--- src/rtl/id_decode_pipe_if.sv ---
// Fetch/decode/execute/writeback signal bundle for the instruction-decode stage.
// slave = decode stage view, master = surrounding pipeline view.
interface id_decode_pipe_if #(
   parameter int unsigned DATA_W = 32
) ();
   logic              in_valid;
   logic              in_ready;
   logic [31:0]       ins;
   logic              wb_we;
   logic [4:0]        wb_addr;
   logic [DATA_W-1:0] wb_data;
   logic              out_valid;
   logic              out_ready;
   logic [5:0]        op;
   logic [5:0]        func;
   logic [4:0]        rs;
   logic [4:0]        rt;
   logic [4:0]        dst;
   logic [4:0]        shamt;
   logic [DATA_W-1:0] rdata1;
   logic [DATA_W-1:0] rdata2;
   logic [DATA_W-1:0] ed;
   logic              reg_we;
   logic              illegal;

   modport slave (
      input  in_valid, ins, wb_we, wb_addr, wb_data, out_ready,
      output in_ready, out_valid, op, func, rs, rt, dst, shamt,
             rdata1, rdata2, ed, reg_we, illegal
   );

   modport master (
      output in_valid, ins, wb_we, wb_addr, wb_data, out_ready,
      input  in_ready, out_valid, op, func, rs, rt, dst, shamt,
             rdata1, rdata2, ed, reg_we, illegal
   );
endinterface

--- src/rtl/id_decode_pipe.sv ---
// MIPS instruction-decode stage: 32-entry register file, field/control decoder, one output register.
// Optional macro ID_BYPASS_EN forwards same-cycle writeback data into read operands.
module id_decode_pipe #(
   parameter int unsigned DATA_W  = 32,
   parameter int unsigned JAL_REG = 31
) (
   input  logic            i_clk,
   input  logic            i_rst,
   id_decode_pipe_if.slave bus
);
   localparam int unsigned NREG = 32;

   localparam logic [5:0] OP_R     = 6'b000000;
   localparam logic [5:0] OP_J     = 6'b000010;
   localparam logic [5:0] OP_JAL   = 6'b000011;
   localparam logic [5:0] OP_BEQ   = 6'b000100;
   localparam logic [5:0] OP_BNE   = 6'b000101;
   localparam logic [5:0] OP_ADDI  = 6'b001000;
   localparam logic [5:0] OP_ADDIU = 6'b001001;
   localparam logic [5:0] OP_SLTI  = 6'b001010;
   localparam logic [5:0] OP_ANDI  = 6'b001100;
   localparam logic [5:0] OP_ORI   = 6'b001101;
   localparam logic [5:0] OP_XORI  = 6'b001110;
   localparam logic [5:0] OP_LUI   = 6'b001111;
   localparam logic [5:0] OP_LW    = 6'b100011;
   localparam logic [5:0] OP_SW    = 6'b101011;
   localparam logic [5:0] FN_JR    = 6'b001000;

   logic [DATA_W-1:0] r_regs [NREG];

   logic              r_out_valid;
   logic [5:0]        r_op;
   logic [5:0]        r_func;
   logic [4:0]        r_rs;
   logic [4:0]        r_rt;
   logic [4:0]        r_dst;
   logic [4:0]        r_shamt;
   logic [DATA_W-1:0] r_rdata1;
   logic [DATA_W-1:0] r_rdata2;
   logic [DATA_W-1:0] r_ed;
   logic              r_reg_we;
   logic              r_illegal;

   logic              w_in_ready;
   logic              w_accept;
   logic [5:0]        w_op;
   logic [5:0]        w_func;
   logic [4:0]        w_rs;
   logic [4:0]        w_rt;
   logic [4:0]        w_rd;
   logic [4:0]        w_shamt;
   logic [15:0]       w_imm;
   logic [4:0]        w_dst;
   logic [DATA_W-1:0] w_ed;
   logic              w_reg_we;
   logic              w_illegal;
   logic [DATA_W-1:0] w_rdata1;
   logic [DATA_W-1:0] w_rdata2;

   assign w_in_ready = !r_out_valid || bus.out_ready;
   assign w_accept   = bus.in_valid && w_in_ready;

   assign w_op    = bus.ins[31:26];
   assign w_rs    = bus.ins[25:21];
   assign w_rt    = bus.ins[20:16];
   assign w_rd    = bus.ins[15:11];
   assign w_shamt = bus.ins[10:6];
   assign w_func  = bus.ins[5:0];
   assign w_imm   = bus.ins[15:0];

   // Control decode: destination, write enable, immediate extension, legality
   always_comb begin
      w_illegal = 1'b0;
      w_reg_we  = 1'b0;
      w_dst     = w_rt;
      w_ed      = DATA_W'($signed(w_imm));
      case (w_op)
         OP_R: begin
            w_dst    = w_rd;
            w_reg_we = (w_func != FN_JR);
         end
         OP_JAL: begin
            w_dst    = 5'(JAL_REG);
            w_reg_we = 1'b1;
         end
         OP_J, OP_BEQ, OP_BNE, OP_SW: begin
            w_reg_we = 1'b0;
         end
         OP_ADDI, OP_ADDIU, OP_SLTI, OP_LW: begin
            w_reg_we = 1'b1;
         end
         OP_ANDI, OP_ORI, OP_XORI: begin
            w_reg_we = 1'b1;
            w_ed     = DATA_W'(w_imm);
         end
         OP_LUI: begin
            w_reg_we = 1'b1;
            w_ed     = DATA_W'({w_imm, 16'h0000});
         end
         default: begin
            w_illegal = 1'b1;
            w_dst     = 5'd0;
         end
      endcase
   end

   // Register read ports; R0 is hard zero
   always_comb begin
      w_rdata1 = (w_rs == 5'd0) ? '0 : r_regs[w_rs];
      w_rdata2 = (w_rt == 5'd0) ? '0 : r_regs[w_rt];
`ifdef ID_BYPASS_EN
      if (bus.wb_we && (bus.wb_addr == w_rs) && (w_rs != 5'd0)) w_rdata1 = bus.wb_data;
      if (bus.wb_we && (bus.wb_addr == w_rt) && (w_rt != 5'd0)) w_rdata2 = bus.wb_data;
`endif
   end

   always_ff @(posedge i_clk) begin
      if (i_rst) begin
         for (int i = 0; i < NREG; i++) r_regs[i] <= '0;
      end else if (bus.wb_we && (bus.wb_addr != 5'd0)) begin
         r_regs[bus.wb_addr] <= bus.wb_data;
      end
   end

   // Output pipeline register with valid/ready handshake
   always_ff @(posedge i_clk) begin
      if (i_rst) begin
         r_out_valid <= 1'b0;
         r_op        <= '0;
         r_func      <= '0;
         r_rs        <= '0;
         r_rt        <= '0;
         r_dst       <= '0;
         r_shamt     <= '0;
         r_rdata1    <= '0;
         r_rdata2    <= '0;
         r_ed        <= '0;
         r_reg_we    <= 1'b0;
         r_illegal   <= 1'b0;
      end else if (w_accept) begin
         r_out_valid <= 1'b1;
         r_op        <= w_op;
         r_func      <= w_func;
         r_rs        <= w_rs;
         r_rt        <= w_rt;
         r_dst       <= w_dst;
         r_shamt     <= w_shamt;
         r_rdata1    <= w_rdata1;
         r_rdata2    <= w_rdata2;
         r_ed        <= w_ed;
         r_reg_we    <= w_reg_we;
         r_illegal   <= w_illegal;
      end else if (r_out_valid && bus.out_ready) begin
         r_out_valid <= 1'b0;
      end
`ifdef ID_BYPASS_EN
      else if (r_out_valid) begin
         // Stalled: keep held operands coherent with writeback
         if (bus.wb_we && (bus.wb_addr == r_rs) && (r_rs != 5'd0)) r_rdata1 <= bus.wb_data;
         if (bus.wb_we && (bus.wb_addr == r_rt) && (r_rt != 5'd0)) r_rdata2 <= bus.wb_data;
      end
`endif
   end

   assign bus.in_ready  = w_in_ready;
   assign bus.out_valid = r_out_valid;
   assign bus.op        = r_op;
   assign bus.func      = r_func;
   assign bus.rs        = r_rs;
   assign bus.rt        = r_rt;
   assign bus.dst       = r_dst;
   assign bus.shamt     = r_shamt;
   assign bus.rdata1    = r_rdata1;
   assign bus.rdata2    = r_rdata2;
   assign bus.ed        = r_ed;
   assign bus.reg_we    = r_reg_we;
   assign bus.illegal   = r_illegal;
endmodule

--- src/flat_wrapper.sv ---
// flat-port wrapper written by rule: the top's interface ports become plain ports
module id_decode_pipe_flat 
#(
   parameter int unsigned DATA_W  = 32,
   parameter int unsigned JAL_REG = 31
)
  (i_clk, i_rst, bus_in_valid, bus_ins, bus_wb_we, bus_wb_addr, bus_wb_data, bus_out_ready, bus_in_ready, bus_out_valid, bus_op, bus_func, bus_rs, bus_rt, bus_dst, bus_shamt, bus_rdata1, bus_rdata2, bus_ed, bus_reg_we, bus_illegal);
  id_decode_pipe_if #(.DATA_W(DATA_W)) bus_i ();
  input  logic i_clk;
  input  logic i_rst;
  input wire logic [$bits(bus_i.in_valid)-1:0] bus_in_valid;
  input wire logic [$bits(bus_i.ins)-1:0] bus_ins;
  input wire logic [$bits(bus_i.wb_we)-1:0] bus_wb_we;
  input wire logic [$bits(bus_i.wb_addr)-1:0] bus_wb_addr;
  input wire logic [$bits(bus_i.wb_data)-1:0] bus_wb_data;
  input wire logic [$bits(bus_i.out_ready)-1:0] bus_out_ready;
  output wire logic [$bits(bus_i.in_ready)-1:0] bus_in_ready;
  output wire logic [$bits(bus_i.out_valid)-1:0] bus_out_valid;
  output wire logic [$bits(bus_i.op)-1:0] bus_op;
  output wire logic [$bits(bus_i.func)-1:0] bus_func;
  output wire logic [$bits(bus_i.rs)-1:0] bus_rs;
  output wire logic [$bits(bus_i.rt)-1:0] bus_rt;
  output wire logic [$bits(bus_i.dst)-1:0] bus_dst;
  output wire logic [$bits(bus_i.shamt)-1:0] bus_shamt;
  output wire logic [$bits(bus_i.rdata1)-1:0] bus_rdata1;
  output wire logic [$bits(bus_i.rdata2)-1:0] bus_rdata2;
  output wire logic [$bits(bus_i.ed)-1:0] bus_ed;
  output wire logic [$bits(bus_i.reg_we)-1:0] bus_reg_we;
  output wire logic [$bits(bus_i.illegal)-1:0] bus_illegal;
  assign bus_i.in_valid = bus_in_valid;
  assign bus_i.ins = bus_ins;
  assign bus_i.wb_we = bus_wb_we;
  assign bus_i.wb_addr = bus_wb_addr;
  assign bus_i.wb_data = bus_wb_data;
  assign bus_i.out_ready = bus_out_ready;
  assign bus_in_ready = bus_i.in_ready;
  assign bus_out_valid = bus_i.out_valid;
  assign bus_op = bus_i.op;
  assign bus_func = bus_i.func;
  assign bus_rs = bus_i.rs;
  assign bus_rt = bus_i.rt;
  assign bus_dst = bus_i.dst;
  assign bus_shamt = bus_i.shamt;
  assign bus_rdata1 = bus_i.rdata1;
  assign bus_rdata2 = bus_i.rdata2;
  assign bus_ed = bus_i.ed;
  assign bus_reg_we = bus_i.reg_we;
  assign bus_illegal = bus_i.illegal;
  id_decode_pipe #(.DATA_W(DATA_W), .JAL_REG(JAL_REG)) u_core (.i_clk(i_clk), .i_rst(i_rst), .bus(bus_i));
endmodule
--- config.mk ---
export PLATFORM = sky130hd
export DESIGN_NAME = id_decode_pipe_flat
export DESIGN_NICKNAME = d
export VERILOG_FILES = /design/src/rtl/id_decode_pipe_if.sv /design/src/rtl/id_decode_pipe.sv /design/src/flat_wrapper.sv
export SDC_FILE = /design/constraint.sdc
export NUM_CORES = 2
export LEC_CHECK = 0
export CORE_ASPECT_RATIO = 1.75
export CORE_UTILIZATION = 43
export DETAILED_ROUTE_END_ITERATION = 6
export GPL_TIMING_DRIVEN = 0
export PLACE_DENSITY = 0.57
export SETUP_SLACK_MARGIN = 0.4
export SLEW_MARGIN = 25
export SYNTH_ARGS = -nofsm -noshare
export SYNTH_HDL_FRONTEND = slang
export SYNTH_SLANG_ARGS = --single-unit
--- constraint.sdc ---
create_clock -name i_clk -period 4.4 [get_ports i_clk]
set_input_delay 0.88 -clock i_clk [delete_from_list [all_inputs] [get_ports i_clk]]
set_output_delay 0.88 -clock i_clk [all_outputs]
set_load 0.005 [all_outputs]
==> flow_metrics.env <==
export IMPL_status="complete, but fails checks"
export IMPL_violations="DRC"
export IMPL_place_gp_congestion=1.081
export IMPL_die_w_microns=282.2
export IMPL_wl_mm=256.9
export IMPL_finish_utilization_pct=49.41
export IMPL_netlist_instances=4241
export IMPL_hold_buffers=0
export IMPL_crit_top_cell="clkbuf_1"
export IMPL_final_setup_tns_ps=0
export IMPL_vdd_drop_max_mv=0.3124
export IMPL_vias_per_cell=6.298
export IMPL_relSlewSlack_pct=21.06
export IMPL_hold_violations=0
export IMPL_holdCritPathClass="reg -> reg"
export IMPL_drc=7
export IMPL_p_total_mw=26.65
export IMPL_startpoint_type="input port"
export IMPL_clk_pin_slew_ps=70
export IMPL_synthToLayoutAreaGrowth_pct=13.92
export IMPL_cp_max_fo=10
export IMPL_rrSetupSlack_ps=1550
export IMPL_required_ps=5030
export IMPL_ant_nets=0
export IMPL_post_route_period_util_pct=88.12
export IMPL_final_net_count=4662
export IMPL_dpl_cell_area_sq_mm=0.06360
export IMPL_postSynthAreaPerCell_sq_um=13.93
export IMPL_cts_buffers_inserted=111
export IMPL_synth_edf_count=1024
export IMPL_die_y_microns=492.3
export IMPL_start_util_pct=43.37
export IMPL_drt_wirelength_per_cell_microns=39.50
export IMPL_drt_iter0_drc=4882
export IMPL_core_area_sq_mm=0.1362
export IMPL_power_leakage_nw=23.62
export IMPL_synth_compound_area_share_pct=5.745
export IMPL_num_vias=40960
export IMPL_dp_hpwl_mm=187.8
export IMPL_drtPass1Iterations=7
export IMPL_fill_cells=12070
export IMPL_mostFrequentLayoutCell="edfxtp_1"
export IMPL_clock_fmax_mhz=257.9
export IMPL_grt_max_degree=33
export IMPL_synth_area_mux_share_pct=21.18
export IMPL_path_cells="buf_2, and2_1, clkbuf_1, clkbuf_1, clkbuf_1, a22oi_1, a31oi_1, o21ai_0"
export IMPL_path_class="in -> reg"
export IMPL_numClockSinks=1155
export IMPL_synth_cell_types=42
export IMPL_critPathSlowestCell="clkbuf_1"
export IMPL_htreeDepth=3
export IMPL_synth_seq_area_share_pct=56.50
export IMPL_track_usage_pct=37.11
export IMPL_worstSkewPairLatency_ps=770
export IMPL_drive_above_1_share_pct=17.06
export IMPL_synth_xor_area_share_pct=0.01483
export IMPL_final_cell_mix="edfxtp_1 (1024), and2_1 (995), mux2i_1 (371)"
export IMPL_numPortBuffers=198
export IMPL_synth_top_family_by_area="multiplexers"
export IMPL_rsz0062_at_grt="false"
export IMPL_setup_violations=0
export IMPL_synth_top_flop_cell="edfxtp_1"
export IMPL_power_density_mw_per_mm2=396.1
export IMPL_maxCapViolCount=0
export IMPL_grt_pass1_wl_mm=342.5
export IMPL_grt_overflow_total=0
export IMPL_ioPinCount=206
export IMPL_synthArstFlopShare_pct=0
export IMPL_cpPeakStageDelay_ps=780
export IMPL_ys_warn_count=0
export IMPL_critPathArrivalTime_ps=4510
export IMPL_period_minus_slack_ps=3877
export IMPL_worstMarginPinSlew_ps=1184
export IMPL_grt_pass1_vias=41530
export IMPL_syn_area_sq_mm=0.05906
export IMPL_slew_violations=0
export IMPL_synth_simple_area_share_pct=13.36
export IMPL_cts_setup_buffers=0
export IMPL_row_count=179
export IMPL_skew_ps=29.46
export IMPL_clockBufferDepth=3
export IMPL_finalInstanceArea_sq_mm=0.06728
export IMPL_antenna_found_initial=22
export IMPL_worstSetupEndpointType="flop"
export IMPL_synth_fa_ha_area_share_pct=0
export IMPL_dieArea_sq_mm=0.1389
export IMPL_ys_ff_latch=1155
export IMPL_cts_root_buffer="clkbuf_16"
export IMPL_cts_tree="built"
export IMPL_ctsResizeCount=0
[stage by stage]
| step | hold WS, ps | setup WS, ps | instances |
|---|---|---|---|
| after floorplan | 448.2 | 1651 | 4272 |
| after global placement | 441.7 | -404.8 | 6280 |
| after detailed placement | 443.0 | -20.72 | 6285 |
| after CTS | 452.7 | 749.2 | 6487 |
| after global routing | 464.6 | 662.0 | 6491 |
| final | 451.5 | 522.6 | 6504 |
[worst max-delay path, delay by kind of cell]
family	cells	cell delay [ps]
simple gates	1	180
buf+inv	4	2290
compound gates	3	1120
[synth_stat cells (all sizes together), types with 2 or more instances]
cell | number | area [sq um]
nand2b | 44 | 275.3
a31oi | 39 | 244.0
nor2 | 69 | 261.5
nor2b | 6 | 37.54
or3 | 4 | 25.02
mux2i | 371 | 3714
a21oi | 130 | 650.6
mux4 | 338 | 7612
a221oi | 64 | 560.5
or2 | 32 | 200.2
nor4b | 4 | 41.29
o21ai | 65 | 325.3
nand3 | 35 | 175.2
or3b | 3 | 26.28
nor4 | 2 | 12.51
a22oi | 46 | 345.3
a222oi | 64 | 640.6
edfxtp | 1024 | 30750
dfxtp | 131 | 2623
nand2 | 145 | 544.3
a22o | 64 | 560.5
mux2 | 105 | 1182
buf | 134 | 729.5
clkbuf | 306 | 1150
a311oi | 5 | 43.79
nor3 | 3 | 15.01
and2 | 995 | 6225
nand3b | 6 | 45.04
[layer usage]
layer,track usage [%],up-vias,routed length (microns)
li1,-,16720,-
met4,39.04,2,32610
met2,60.44,2414,123400
met1,38.35,21030,80620
met5,0,-,13
met3,7.622,802,20300
[worst paths after layout]
check / start / to / depth (start not counted)
max reg2reg: u_core.bus.out_valid / u_core.bus.rdata1[30] / 7
min reg2reg: u_core.bus.ed[5] / u_core.bus.ed[5] / 2
min: u_core.bus.ed[5] / u_core.bus.ed[5] / 2
max: bus_ins[21] / u_core.bus.rdata1[17] / 8
[cells by family (layout without fill, tap and decap cells)]
family,after synthesis,in the layout
AOI/OAI and AO/OA,480,480
xor gates and xnor gates,1,1
buffers and inverters,441,846
DFF,1155,1155
muxes,814,814
other,1,49
and+or+nand+nor,1349,1349
[cell type report]
class                      count  area, sq um  share of cell area (%)
timing repair buffer         203         2038                   3.029
buffer                       440         1902                   2.827
multi-input combinational   2676        24030                   35.72
sequential                  1155        33370                   49.60
inverter                       1        3.754                0.005579
clock inverter                65        668.1                  0.9930
antenna                       17        42.54                 0.06323
tap                         1810         2265                   3.366
clock buffer                 137         2959                   4.398
[report_power, final]
part           leakage, nW  switching (mW)  internal, mW  total, mW
clock                 1.75            4.50          5.47       9.97
sequential            10.8           0.376          12.6       12.9
combinational         11.0            2.41          1.34       3.76
[sequential cells by signal (all words and copies together) (netlist names)]
register,cells
u_core.bus.out_valid,1
u_core.bus.reg_we,1
u_core.bus.rdata2,32
u_core.bus.dst,5
u_core.bus.illegal,1
u_core.bus.ed,32
u_core.bus.func,6
u_core.bus.rt,5
u_core.bus.rdata1,32
u_core.bus.rs,5
u_core.bus.op,6
u_core.bus.shamt,5
u_core.r_regs,1024
Note: power is estimated with default switching activity, not from simulation.
